[src/rtl/rv32i_pkg.sv]
// Shared definitions for the RV32I decode stage.
// Holds:
//   - major opcode constants
//   - the canonical NOP encoding (ADDI x0, x0, 0)
//   - the decode FSM state type
//   - immediate-extraction helpers
// Each helper returns a 32-bit sign-extended immediate.
package rv32i_pkg;

    localparam logic [6:0] OpLui    = 7'b0110111;
    localparam logic [6:0] OpAuipc  = 7'b0010111;
    localparam logic [6:0] OpJal    = 7'b1101111;
    localparam logic [6:0] OpJalr   = 7'b1100111;
    localparam logic [6:0] OpBranch = 7'b1100011;
    localparam logic [6:0] OpLoad   = 7'b0000011;
    localparam logic [6:0] OpStore  = 7'b0100011;
    localparam logic [6:0] OpImm    = 7'b0010011;
    localparam logic [6:0] OpReg    = 7'b0110011;
    localparam logic [6:0] OpFence  = 7'b0001111;
    localparam logic [6:0] OpSystem = 7'b1110011;

    localparam logic [31:0] NopInstr = 32'h0000_0013;

    typedef enum logic [1:0] {
        StRun,
        StFlush,
        StHalt
    } id_state_e;

    function automatic logic [31:0] imm_i(input logic [31:0] iw);
        return {{20{iw[31]}}, iw[31:20]};
    endfunction

    function automatic logic [31:0] imm_b(input logic [31:0] iw);
        return {{19{iw[31]}}, iw[31], iw[7], iw[30:25], iw[11:8], 1'b0};
    endfunction

    function automatic logic [31:0] imm_j(input logic [31:0] iw);
        return {{11{iw[31]}}, iw[31], iw[19:12], iw[20], iw[30:21], 1'b0};
    endfunction

endpackage

[src/rtl/rv32i_id_stage_if.sv]
// Fetch/EX-facing bus of the decode stage.
//
// Fetch side:
//   iw_in, pc_in, in_valid, in_ready   instruction handshake
//   jump_enable, jump_addr             redirect back to fetch
//
// EX side:
//   out_valid, out_ready               issue handshake
//   iw_out, pc_out, rs1/rs2_data_out   issued payload
//   wb_reg, wb_en_out                  writeback information
//
// Modports:
//   slave   the decode stage itself
//   master  its environment (fetch and EX)
interface rv32i_id_stage_if #(
    parameter int unsigned XLEN = 32
);
    logic [31:0]     iw_in;
    logic [XLEN-1:0] pc_in;
    logic            in_valid;
    logic            in_ready;
    logic            jump_enable;
    logic [XLEN-1:0] jump_addr;
    logic            out_valid;
    logic            out_ready;
    logic [31:0]     iw_out;
    logic [XLEN-1:0] pc_out;
    logic [XLEN-1:0] rs1_data_out;
    logic [XLEN-1:0] rs2_data_out;
    logic [4:0]      wb_reg;
    logic            wb_en_out;

    modport master (
        output iw_in, pc_in, in_valid, out_ready,
        input  in_ready, jump_enable, jump_addr, out_valid, iw_out, pc_out,
               rs1_data_out, rs2_data_out, wb_reg, wb_en_out
    );

    modport slave (
        input  iw_in, pc_in, in_valid, out_ready,
        output in_ready, jump_enable, jump_addr, out_valid, iw_out, pc_out,
               rs1_data_out, rs2_data_out, wb_reg, wb_en_out
    );
endinterface

[src/rtl/rv32i_fwd_mux.sv]
// Operand select for one source register.
// Among enabled forwarding sources whose register matches rs, the lowest index wins.
// Otherwise the register-file value passes through. x0 always takes the register-file value.
//
// Ports:
//   rs         source register number
//   rf_data    register-file read data
//   df_enable  per-source valid
//   df_reg     per-source register, packed 5 bits each
//   df_data    per-source data, packed XLEN bits each
//   sel_data   selected operand
module rv32i_fwd_mux #(
    parameter int unsigned XLEN    = 32,
    parameter int unsigned NUM_FWD = 3
) (
    input  logic [4:0]            rs,
    input  logic [XLEN-1:0]       rf_data,
    input  logic [NUM_FWD-1:0]    df_enable,
    input  logic [5*NUM_FWD-1:0]  df_reg,
    input  logic [XLEN*NUM_FWD-1:0] df_data,
    output logic [XLEN-1:0]       sel_data
);

    always_comb begin
        sel_data = rf_data;
        if (rs != 5'd0) begin
            // Walk from the lowest priority up so the lowest index is written last.
            for (int i = int'(NUM_FWD) - 1; i >= 0; i--) begin
                if (df_enable[i] && (df_reg[5*i +: 5] == rs)) begin
                    sel_data = df_data[XLEN*i +: XLEN];
                end
            end
        end
    end

endmodule

[src/rtl/rv32i_id_stage.sv]
// RV32I instruction decode stage.
// Functions:
//   - reads source registers and applies operand forwarding
//   - detects load-use hazards and inserts a bubble for them
//   - resolves jumps and branches
//   - squashes wrong-path instructions after a taken jump
//   - halts after a SYSTEM instruction
//
// Ports:
//   clk, reset            clock, asynchronous active-high reset
//   bus                   fetch/EX handshake and issued payload (slave side)
//   rs1_reg, rs2_reg      register-file read addresses
//   rs1_data_in, rs2_data_in  register-file read data
//   df_enable, df_reg, df_data  forwarding sources; index 0 has highest priority
//   ex_is_load, ex_rd     load currently in EX
//   halted                sticky halt indicator
module rv32i_id_stage
    import rv32i_pkg::*;
#(
    parameter int unsigned XLEN        = 32,
    parameter int unsigned NUM_FWD     = 3,
    parameter int unsigned FLUSH_DEPTH = 1
) (
    input  logic                    clk,
    input  logic                    reset,
    rv32i_id_stage_if.slave         bus,
    output logic [4:0]              rs1_reg,
    output logic [4:0]              rs2_reg,
    input  logic [XLEN-1:0]         rs1_data_in,
    input  logic [XLEN-1:0]         rs2_data_in,
    input  logic [NUM_FWD-1:0]      df_enable,
    input  logic [5*NUM_FWD-1:0]    df_reg,
    input  logic [XLEN*NUM_FWD-1:0] df_data,
    input  logic                    ex_is_load,
    input  logic [4:0]              ex_rd,
    output logic                    halted
);

    localparam int unsigned CntW = (FLUSH_DEPTH > 1) ? $clog2(FLUSH_DEPTH + 1) : 1;

    id_state_e       state_q, state_d;
    logic [CntW-1:0] cnt_q, cnt_d;
    logic            halted_q, halted_d;
    logic            out_valid_q, out_valid_d;
    logic [31:0]     iw_q, iw_d;
    logic [XLEN-1:0] pc_q, pc_d;
    logic [XLEN-1:0] rs1_q, rs1_d;
    logic [XLEN-1:0] rs2_q, rs2_d;
    logic [4:0]      wb_reg_q, wb_reg_d;
    logic            wb_en_q, wb_en_d;

    logic [6:0]      opcode;
    logic [2:0]      funct3;
    logic [4:0]      rd;
    logic [XLEN-1:0] rs1_fwd, rs2_fwd;
    logic            uses_rs1, uses_rs2, writes_rd;
    logic            hazard, xfer, taken, br_taken;
    logic [XLEN-1:0] target;

    assign opcode  = bus.iw_in[6:0];
    assign funct3  = bus.iw_in[14:12];
    assign rd      = bus.iw_in[11:7];
    assign rs1_reg = bus.iw_in[19:15];
    assign rs2_reg = bus.iw_in[24:20];

    rv32i_fwd_mux #(
        .XLEN    (XLEN),
        .NUM_FWD (NUM_FWD)
    ) u_fwd_rs1 (
        .rs        (rs1_reg),
        .rf_data   (rs1_data_in),
        .df_enable (df_enable),
        .df_reg    (df_reg),
        .df_data   (df_data),
        .sel_data  (rs1_fwd)
    );

    rv32i_fwd_mux #(
        .XLEN    (XLEN),
        .NUM_FWD (NUM_FWD)
    ) u_fwd_rs2 (
        .rs        (rs2_reg),
        .rf_data   (rs2_data_in),
        .df_enable (df_enable),
        .df_reg    (df_reg),
        .df_data   (df_data),
        .sel_data  (rs2_fwd)
    );

    // Opcode-dependent register usage.
    always_comb begin
        uses_rs1  = 1'b0;
        uses_rs2  = 1'b0;
        writes_rd = 1'b0;
        case (opcode)
            OpLui, OpAuipc, OpJal: writes_rd = 1'b1;
            OpJalr, OpLoad, OpImm: begin
                uses_rs1  = 1'b1;
                writes_rd = 1'b1;
            end
            OpReg: begin
                uses_rs1  = 1'b1;
                uses_rs2  = 1'b1;
                writes_rd = 1'b1;
            end
            OpBranch, OpStore: begin
                uses_rs1 = 1'b1;
                uses_rs2 = 1'b1;
            end
            default: ;
        endcase
    end

    // Squashed instructions in FLUSH never reach EX, so only RUN needs the interlock.
    assign hazard = (state_q == StRun) && ex_is_load && (ex_rd != 5'd0) &&
                    ((uses_rs1 && (ex_rd == rs1_reg)) || (uses_rs2 && (ex_rd == rs2_reg)));

    assign bus.in_ready = bus.out_ready && (state_q != StHalt) && !hazard;
    assign xfer         = bus.in_valid && bus.in_ready;

    always_comb begin
        unique case (funct3)
            3'b000:  br_taken = (rs1_fwd == rs2_fwd);
            3'b001:  br_taken = (rs1_fwd != rs2_fwd);
            3'b100:  br_taken = ($signed(rs1_fwd) <  $signed(rs2_fwd));
            3'b101:  br_taken = ($signed(rs1_fwd) >= $signed(rs2_fwd));
            3'b110:  br_taken = (rs1_fwd <  rs2_fwd);
            3'b111:  br_taken = (rs1_fwd >= rs2_fwd);
            default: br_taken = 1'b0;
        endcase
    end

    always_comb begin
        taken  = 1'b0;
        target = bus.pc_in;
        case (opcode)
            OpJal: begin
                taken  = 1'b1;
                target = bus.pc_in + XLEN'($signed(imm_j(bus.iw_in)));
            end
            OpJalr: begin
                taken  = 1'b1;
                target = (rs1_fwd + XLEN'($signed(imm_i(bus.iw_in)))) & ~XLEN'(1);
            end
            OpBranch: begin
                taken  = br_taken;
                target = bus.pc_in + XLEN'($signed(imm_b(bus.iw_in)));
            end
            default: ;
        endcase
    end

    assign bus.jump_enable = xfer && (state_q == StRun) && taken;
    assign bus.jump_addr   = bus.jump_enable ? target : bus.pc_in;

    always_comb begin
        state_d     = state_q;
        cnt_d       = cnt_q;
        halted_d    = halted_q;
        out_valid_d = out_valid_q;
        iw_d        = iw_q;
        pc_d        = pc_q;
        rs1_d       = rs1_q;
        rs2_d       = rs2_q;
        wb_reg_d    = wb_reg_q;
        wb_en_d     = wb_en_q;

        // With EX stalled, everything holds.
        if (bus.out_ready) begin
            // Idle issue slot: nothing valid goes to EX.
            out_valid_d = 1'b0;
            iw_d        = NopInstr;
            wb_reg_d    = 5'd0;
            wb_en_d     = 1'b0;

            unique case (state_q)
                StRun: begin
                    if (hazard && bus.in_valid) begin
                        out_valid_d = 1'b1;
                    end else if (xfer) begin
                        out_valid_d = 1'b1;
                        iw_d        = bus.iw_in;
                        pc_d        = bus.pc_in;
                        rs1_d       = rs1_fwd;
                        rs2_d       = rs2_fwd;
                        wb_reg_d    = rd;
                        wb_en_d     = writes_rd && (rd != 5'd0);
                        if (taken && (FLUSH_DEPTH > 0)) begin
                            state_d = StFlush;
                            cnt_d   = CntW'(FLUSH_DEPTH);
                        end else if (opcode == OpSystem) begin
                            state_d  = StHalt;
                            halted_d = 1'b1;
                        end
                    end
                end
                StFlush: begin
                    if (xfer) begin
                        out_valid_d = 1'b1;
                        pc_d        = bus.pc_in;
                        if (cnt_q <= CntW'(1)) begin
                            state_d = StRun;
                            cnt_d   = '0;
                        end else begin
                            cnt_d = cnt_q - CntW'(1);
                        end
                    end
                end
                StHalt: out_valid_d = 1'b1;
                default: state_d = StRun;
            endcase
        end
    end

    always_ff @(posedge clk or posedge reset) begin
        if (reset) begin
            state_q     <= StRun;
            cnt_q       <= '0;
            halted_q    <= 1'b0;
            out_valid_q <= 1'b0;
            iw_q        <= NopInstr;
            pc_q        <= '0;
            rs1_q       <= '0;
            rs2_q       <= '0;
            wb_reg_q    <= 5'd0;
            wb_en_q     <= 1'b0;
        end else begin
            state_q     <= state_d;
            cnt_q       <= cnt_d;
            halted_q    <= halted_d;
            out_valid_q <= out_valid_d;
            iw_q        <= iw_d;
            pc_q        <= pc_d;
            rs1_q       <= rs1_d;
            rs2_q       <= rs2_d;
            wb_reg_q    <= wb_reg_d;
            wb_en_q     <= wb_en_d;
        end
    end

    assign bus.out_valid    = out_valid_q;
    assign bus.iw_out       = iw_q;
    assign bus.pc_out       = pc_q;
    assign bus.rs1_data_out = rs1_q;
    assign bus.rs2_data_out = rs2_q;
    assign bus.wb_reg       = wb_reg_q;
    assign bus.wb_en_out    = wb_en_q;
    assign halted           = halted_q;

endmodule

[src/flat_wrapper.sv]
// flat-port wrapper written by rule: the top's interface ports become plain ports
module rv32i_id_stage_flat import rv32i_pkg::*;
#(
    parameter int unsigned XLEN        = 32,
    parameter int unsigned NUM_FWD     = 3,
    parameter int unsigned FLUSH_DEPTH = 1
)
  (clk, reset, rs1_reg, rs2_reg, rs1_data_in, rs2_data_in, df_enable, df_reg, df_data, ex_is_load, ex_rd, halted, bus_iw_in, bus_pc_in, bus_in_valid, bus_out_ready, bus_in_ready, bus_jump_enable, bus_jump_addr, bus_out_valid, bus_iw_out, bus_pc_out, bus_rs1_data_out, bus_rs2_data_out, bus_wb_reg, bus_wb_en_out);
  rv32i_id_stage_if #(.XLEN(XLEN)) bus_i ();
  input  logic clk;
  input  logic reset;
  output logic [4:0] rs1_reg;
  output logic [4:0] rs2_reg;
  input  logic [XLEN-1:0] rs1_data_in;
  input  logic [XLEN-1:0] rs2_data_in;
  input  logic [NUM_FWD-1:0] df_enable;
  input  logic [5*NUM_FWD-1:0] df_reg;
  input  logic [XLEN*NUM_FWD-1:0] df_data;
  input  logic ex_is_load;
  input  logic [4:0] ex_rd;
  output logic halted;
  input wire logic [$bits(bus_i.iw_in)-1:0] bus_iw_in;
  input wire logic [$bits(bus_i.pc_in)-1:0] bus_pc_in;
  input wire logic [$bits(bus_i.in_valid)-1:0] bus_in_valid;
  input wire logic [$bits(bus_i.out_ready)-1:0] bus_out_ready;
  output wire logic [$bits(bus_i.in_ready)-1:0] bus_in_ready;
  output wire logic [$bits(bus_i.jump_enable)-1:0] bus_jump_enable;
  output wire logic [$bits(bus_i.jump_addr)-1:0] bus_jump_addr;
  output wire logic [$bits(bus_i.out_valid)-1:0] bus_out_valid;
  output wire logic [$bits(bus_i.iw_out)-1:0] bus_iw_out;
  output wire logic [$bits(bus_i.pc_out)-1:0] bus_pc_out;
  output wire logic [$bits(bus_i.rs1_data_out)-1:0] bus_rs1_data_out;
  output wire logic [$bits(bus_i.rs2_data_out)-1:0] bus_rs2_data_out;
  output wire logic [$bits(bus_i.wb_reg)-1:0] bus_wb_reg;
  output wire logic [$bits(bus_i.wb_en_out)-1:0] bus_wb_en_out;
  assign bus_i.iw_in = bus_iw_in;
  assign bus_i.pc_in = bus_pc_in;
  assign bus_i.in_valid = bus_in_valid;
  assign bus_i.out_ready = bus_out_ready;
  assign bus_in_ready = bus_i.in_ready;
  assign bus_jump_enable = bus_i.jump_enable;
  assign bus_jump_addr = bus_i.jump_addr;
  assign bus_out_valid = bus_i.out_valid;
  assign bus_iw_out = bus_i.iw_out;
  assign bus_pc_out = bus_i.pc_out;
  assign bus_rs1_data_out = bus_i.rs1_data_out;
  assign bus_rs2_data_out = bus_i.rs2_data_out;
  assign bus_wb_reg = bus_i.wb_reg;
  assign bus_wb_en_out = bus_i.wb_en_out;
  rv32i_id_stage #(.XLEN(XLEN), .NUM_FWD(NUM_FWD), .FLUSH_DEPTH(FLUSH_DEPTH)) u_core (.clk(clk), .reset(reset), .bus(bus_i), .rs1_reg(rs1_reg), .rs2_reg(rs2_reg), .rs1_data_in(rs1_data_in), .rs2_data_in(rs2_data_in), .df_enable(df_enable), .df_reg(df_reg), .df_data(df_data), .ex_is_load(ex_is_load), .ex_rd(ex_rd), .halted(halted));
endmodule
[config.mk]
export PLATFORM = sky130hd
export DESIGN_NAME = rv32i_id_stage_flat
export DESIGN_NICKNAME = d
export VERILOG_FILES = /design/src/rtl/rv32i_pkg.sv /design/src/rtl/rv32i_id_stage_if.sv /design/src/rtl/rv32i_fwd_mux.sv /design/src/rtl/rv32i_id_stage.sv /design/src/flat_wrapper.sv
export SDC_FILE = /design/constraint.sdc
export NUM_CORES = 1
export LEC_CHECK = 0
export ABC_AREA = 1
export BUFFER_PORTS_ARGS = -buffer_cell sky130_fd_sc_hd__buf_2
export CAP_MARGIN = 25
export CORE_ASPECT_RATIO = 0.5
export CORE_MARGIN = 10
export CORE_UTILIZATION = 35
export DETAILED_ROUTE_END_ITERATION = 7
export PLACE_DENSITY_LB_ADDON = 0.15
export SLEW_MARGIN = 20
export SYNTH_ARGS = -nofsm -noshare
export SYNTH_HDL_FRONTEND = slang
export SYNTH_SLANG_ARGS = --single-unit
[constraint.sdc]
create_clock -name clk -period 4.48 [get_ports clk]
set_clock_uncertainty 0.2 [all_clocks]
set_input_delay 0.672 -clock clk [delete_from_list [all_inputs] [get_ports clk]]
set_output_delay 0.672 -clock clk [all_outputs]
set_load 0.005 [all_outputs]
# Word level (Yosys, flattened, before mapping)
# Index checks and enable logic that the tools add are counted.
dict set report word_totals {
  regBits 139
  out_inout_bits 180
}
dict set report op_classes {
  n_addsub 4
  magnitude_cmp 5
  n_eq_ne 34
  muxes 43
  bitwise 3
  n_reduce_logical 36
}
# cell n
set op_table {}
lappend op_table {{$mux 32} 14}
lappend op_table {{$add 32x32->32} 3}
lappend op_table {{$pmux 32 s3} 1}
lappend op_table {{$ge 32x32->1} 2}
lappend op_table {{$lt 32x32->1} 2}
lappend op_table {{$pmux 32 s2} 1}
lappend op_table {{$eq 5x5->1} 8}
lappend op_table {{$eq 32x32->1} 1}
lappend op_table {{$ne 32x32->1} 1}
lappend op_table {{$eq 7x7->1 const B} 4}
lappend op_table {{$eq 7x6->1 const B} 3}
lappend op_table {{$reduce_bool 5->1} 4}
lappend op_table {{$logic_and 1x1->1} 18}
lappend op_table {{$mux 5} 3}
lappend op_table {{$eq 7x5->1 const B} 2}
lappend op_table {{$mux 1} 13}
lappend op_table {{$eq 3x3->1 const B} 4}
lappend op_table {{$mux 2} 6}
lappend op_table {{$reduce_and 6->1} 2}
lappend op_table {{$ne 2x1->1 const B} 4}
lappend op_table {{$eq 7x2->1 const B} 1}
lappend op_table {{$reduce_and 7->1} 1}
lappend op_table {{$reduce_or 7->1} 1}
lappend op_table {{$pmux 1 s6} 1}
lappend op_table {{other kinds (21)} 25}

# Logic depth before layout (Yosys ltp)
dict set report depth {
  word_depth 13
  ltp_mapped 34
}

# Cells and area by module
# Synthesis repeated with hierarchy kept, for this count alone.
dict set report hier_totals {
  hier_cells 2595
  area_unflattened_um2 15094.5
}
# module n_inst cells_each area_per_inst_um2 seq_area_each_um2
set by_module_without_submodules {}
lappend by_module_without_submodules {rv32i_id_stage 1 1499 10495.1 3331.9}
lappend by_module_without_submodules {rv32i_fwd_mux 2 548 2299.7 0.0}

# Worst setup path before layout
# Ideal clock, no wire load.
dict set report synth_path {
  path_type {input to output}
  start {input port bus_iw_in[20]}
  end {output port bus_jump_addr[27]}
  arrival_time_ns 3.886
  setup_slack_ns -0.278
  stages 24
  n_path_buf 3
  path_cell_list {buf_2 nor2_1 a2111o_1 nor4_4 buf_2 a21oi_1 nand2_1 o21ai_1 ha_1 nand2_1 nor3_1 and2b_1 nand3_1 nand3b_1 nand2_1 nor2_1 nand3_1 nand2_1 nand2_2 nand3_2 inv_2 buf_2 nand3b_1 nand3_1}
}
dict set report synth_via {
  elab_chain_cells 11
  word_cells_on_any_way 32
  cone_classes {2 x add/sub; 4 x order compare; 6 x eq/ne; 8 x mux; 12 x reduce/logical}
}
# item line_no
set synth_rtl {}
lappend synth_rtl {{start: declaration} flat_wrapper.sv:22} ;# input wire logic [$bits(bus_i.iw_in)-1:0] bus_iw_in;
lappend synth_rtl {{$eq 5x5->1} rv32i_fwd_mux.sv:29} ;# if (df_enable[i] && (df_reg[5*i +: 5] == rs)) begin
lappend synth_rtl {{$logic_and 1x1->1} rv32i_fwd_mux.sv:29}
lappend synth_rtl {{$mux 32 (3 in series)} rv32i_fwd_mux.sv:29}
lappend synth_rtl {{$mux 32} rv32i_fwd_mux.sv:26} ;# if (rs != 5'd0) begin
lappend synth_rtl {{$ge 32x32->1 (tied with other cells)} rv32i_id_stage.sv:128} ;# 3'b111: br_taken = (rs1_fwd >= rs2_fwd);
lappend synth_rtl {{$pmux 1 s6} rv32i_id_stage.sv:122} ;# unique case (funct3)
lappend synth_rtl {{$pmux 1 s2} rv32i_id_stage.sv:136} ;# case (opcode)
lappend synth_rtl {{$logic_and 1x1->1} rv32i_id_stage.sv:153} ;# assign bus.jump_enable = xfer && (state_q == StRun) && taken;
lappend synth_rtl {{$mux 32 (*)} rv32i_id_stage.sv:154} ;# assign bus.jump_addr = bus.jump_enable ? target : bus.pc_in;
lappend synth_rtl {{end: declaration} flat_wrapper.sv:28} ;# output wire logic [$bits(bus_i.jump_addr)-1:0] bus_jump_addr;
# Mark *: on every way between the ends. The rest lies on a longest branch, timed or not.

# Worst setup path in the final report
dict set report layout_path {
  start {input port df_reg[0]}
  end {output port bus_jump_addr[11]}
}
dict set report layout_via {
  elab_chain_cells 9
  word_cells_on_any_way 20
  cone_classes {1 x add/sub; 4 x order compare; 4 x eq/ne; 8 x mux; 3 x reduce/logical}
}
# item line_no
set layout_rtl {}
lappend layout_rtl {{start: declaration} flat_wrapper.sv:17} ;# input logic [5*NUM_FWD-1:0] df_reg;
lappend layout_rtl {{$eq 5x5->1} rv32i_fwd_mux.sv:29}
lappend layout_rtl {{$logic_and 1x1->1} rv32i_fwd_mux.sv:29}
lappend layout_rtl {{$mux 32} rv32i_fwd_mux.sv:29}
lappend layout_rtl {{$mux 32} rv32i_fwd_mux.sv:26}
lappend layout_rtl {{$ge 32x32->1 (tied with other cells)} rv32i_id_stage.sv:128}
lappend layout_rtl {{$pmux 1 s6} rv32i_id_stage.sv:122}
lappend layout_rtl {{$pmux 1 s2} rv32i_id_stage.sv:136}
lappend layout_rtl {{$logic_and 1x1->1} rv32i_id_stage.sv:153}
lappend layout_rtl {{$mux 32 (*)} rv32i_id_stage.sv:154}
# Marks and branches as above.

==> summary.md <==
| Metric | Value |
|---|---|
| HP Class | input port to asynchronous set/reset pin |
| Vias/cell | between 5 and 6 |
| DIE AREA | ~47000 um^2 |
| P_leak | 0.01139 uW |
| DRT Pass-1 Iters | 5 |
| Antenna Nets Post-Route | 0 |
| Setup crit start kind | input port |
| Final Hold Fails | 0 |
| Worst Reg-to-Reg Cells | 10 |
| Failing checks | negative setup slack |
| Post-DP HPWL | about 54000 um |
| Cts hold-fix bufs | 0 |
| CTS tree | yes |
| Syn_nets | roughly 2400 |
| RePlAce Congestion | 0.9596 |
| Final non-filler cell total | around 3400 |
| CTS Root Cell | clkbuf_16 |
| EDFF count, synth | 0 |
| Area leader, netlist | dfrtp_1 |
| R2R setup slack | about 1.0 ns |
| Vias in the first global route | 17460 |
| Port-buffer cells | around 430 |
| Starting Density | 35.66% |
| PD cells | 251.9 nW/um^2 |
| Slowest cell on the critical path | a2111o_1 |
| Synth warn | 0 |
| Pin count of the biggest net entering global routing | between 90 and 100 |
| Clk_lat worst skew | between 0.4 and 0.5 ns |
| WL/cell | 20.04 um |
| Area contributors post-synth | dfrtp_1 24%, nand2_1 17%, ha_1 8.6% |
| Commonest non-fill, non-tap cell in the layout | nand2_1 |
| Post-Place Worst Slack | -1.180 ns |
| Critical path type | input port to output pin |
| Worst-path fanout max | 7 |
| Via count | approximately 18000 |
| Die Width | 296.8 um |
| Clk sinks | between 100 and 150 |
| Longest Clk Path Bufs | 2 |
| Gate Count Post-Synth | around 2100 |
| H-tree levels | 4 |
| Post-Syn Area | roughly 13000 um^2 |
| CP most frequent cell | buf_6 |
| CP max stage delay | around 0.38 ns |
| Maximum vdd drop | slightly above 0.3 mV |
| Reg-to-reg endpoint | u_core.bus.rs2_data_out[15] |
| Worst-Margin Slew | 0.9585 ns |
| Sequential element share of the synthesized area | 24.85% |
| Worst EP arrival | between 4 and 5 ns |
| Placed inst area | 19050 um^2 |
| GR Util All Layers | between 20 and 30% |
| Row Count | 50 |
| #FFs+latches synth | around 130 |
| Sum of negative setup slack | -27.01 ns |
| Design area | between 20000 and 25000 um^2 |
| Relative slew slack | 36.10% |
| Global-route wire length before repair | ~100000 um |
| Core Footprint | 37600 um^2 |
| Most frequent cells in the layout | 571 x nand2_1, 418 x buf_2, 394 x buf_4, 193 x inv_1, 135 x a21oi_1 |
| Final core occ | about 57% |
| Share of cells above drive strength 1 | about two fifths |
| Initial antenna violation count | 5 |
| DP Cell Count | 3330 |
| Grt total ovfl | 0 |
| Count of cell types in the netlist | between 60 and 70 |
| Crit. End Element | output pin |
| Nets | 3245 |
| Peak Freq | approximately 0.19 GHz |
| Routed wire length | around 69000 um |
| Max cap viols | 0 |
| Top Ports | ~430 |
| CTS Buf Count | 17 |
| DR DRC count | 0 |
| Setup ws final | -0.8849 ns |
| Ys async rst share | 100.0% |
| Iteration-0 DRC count of the detailed router | between 1500 and 2000 |
| Launching point of the worst reg2reg path | u_core.state_q[0] |
| Final critical-path share of the clock period | 119.8% |
| Clock-pin slew on the worst setup and hold paths | roughly 0.07 ns |
| Post-synth top area share | approximately a quarter |
| Synth Flop Type | dfrtp_1 |
| Area growth syn-to-layout | 61.22% |
| Final max-slew violation count | 0 |
| Status | finished, violations left |
| Die height | about 160 um |
| Setup Viol. Count Final | 32 |
| Worst Path Required | around 3.6 ns |
| Syn Area/Cell | roughly 6.4 um^2 |
| RSZ-0062 raised after global routing | yes |
| Min cycle time layout | about 5.4 ns |
[worst max-delay path by stage]
stage | startpoint | endpoint | cells after the start
3_5_place_dp | bus_iw_in[20] | bus_jump_addr[30] | 31
6_report | df_reg[0] | bus_jump_addr[11] | 29
4_1_cts | bus_iw_in[20] | bus_jump_addr[10] | 31
3_3_place_gp | bus_iw_in[20] | bus_jump_addr[7] | 31
5_1_grt | df_reg[0] | bus_jump_addr[21] | 29
2_1_floorplan | bus_iw_in[20] | bus_jump_addr[31] | 24
[area by class of cell]
class	instances	area, um^2
Fill cell	3603	15980
Multi-Input combinational cell	1630	9747
Timing Repair Buffer	896	6397
Sequential cell	133	3332
Inverter	221	873.3
Tap cell	520	650.6
Clock buffer	19	442.9
Clock inverter	13	160.2
Antenna cell	6	15.01
[what timing repair did]
action / 4_1_cts / 5_1_grt
endpoints found under the setup margin: 32 / 35
gates resized for setup: 176 / 152
pin swaps: 28 / 63
cloned: 9 / 4
buffers inserted: 57 / 16
[power breakdown]
group          switching [uW]  leakage, uW  internal, uW
logic                    1340      0.00944          1150
clock network             659     0.000293           853
registers                84.5      0.00166          1360
total                    2080       0.0114          3360
[stage by stage]
stage	power, uW	hold slack (ns)
final	5446	0.1288
after global routing	5768	0.2218
after CTS	5348	0.2113
after detailed placement	3683	0.2607
after global placement	3669	0.2583
after floorplan	2489	0.2678
[Yosys cell counts, types with 19 or more instances]
master and count:
o211ai_1 65, o21ai_1 112, o21ai_0 147, clkbuf_1 58, nand4_1 19, nor3_1 19, ha_1 92, a22oi_1 31
inv_1 201, dfrtp_1 130, nor2_1 103, a21oi_1 155, nand3_1 98, nand2_1 622, buf_2 19
[critical path: cells and delay by family]
family          cells  cell delay, ns
fa+ha+maj           1            0.29
buf+inv            10            1.23
compound gates      7            1.23
simple gates       11            1.03
[cells by family (layout without fill, tap and decap cells)]
family / count (synthesis) / count (layout) / synth area share, %
other cells: 0 / 6 / 0
compound gates: 587 / 587 / 25.35
flops: 133 / 133 / 24.85
fa+ha+maj: 94 / 94 / 8.883
xor+xnor: 27 / 27 / 1.764
buf+inv: 322 / 1149 / 9.816
simple gates: 910 / 910 / 28.34
mux: 12 / 12 / 0.9984
[per-layer routing]
layer	vias up	global-route usage, %	part of all wire (%)
li1	8729	-	-
met4	0	9.192	3.2
met2	758	46.25	46
met1	8371	36.68	43
met5	-	0	0
met3	146	4.513	6.9
No activity file was read; power rests on OpenSTA's default activity.
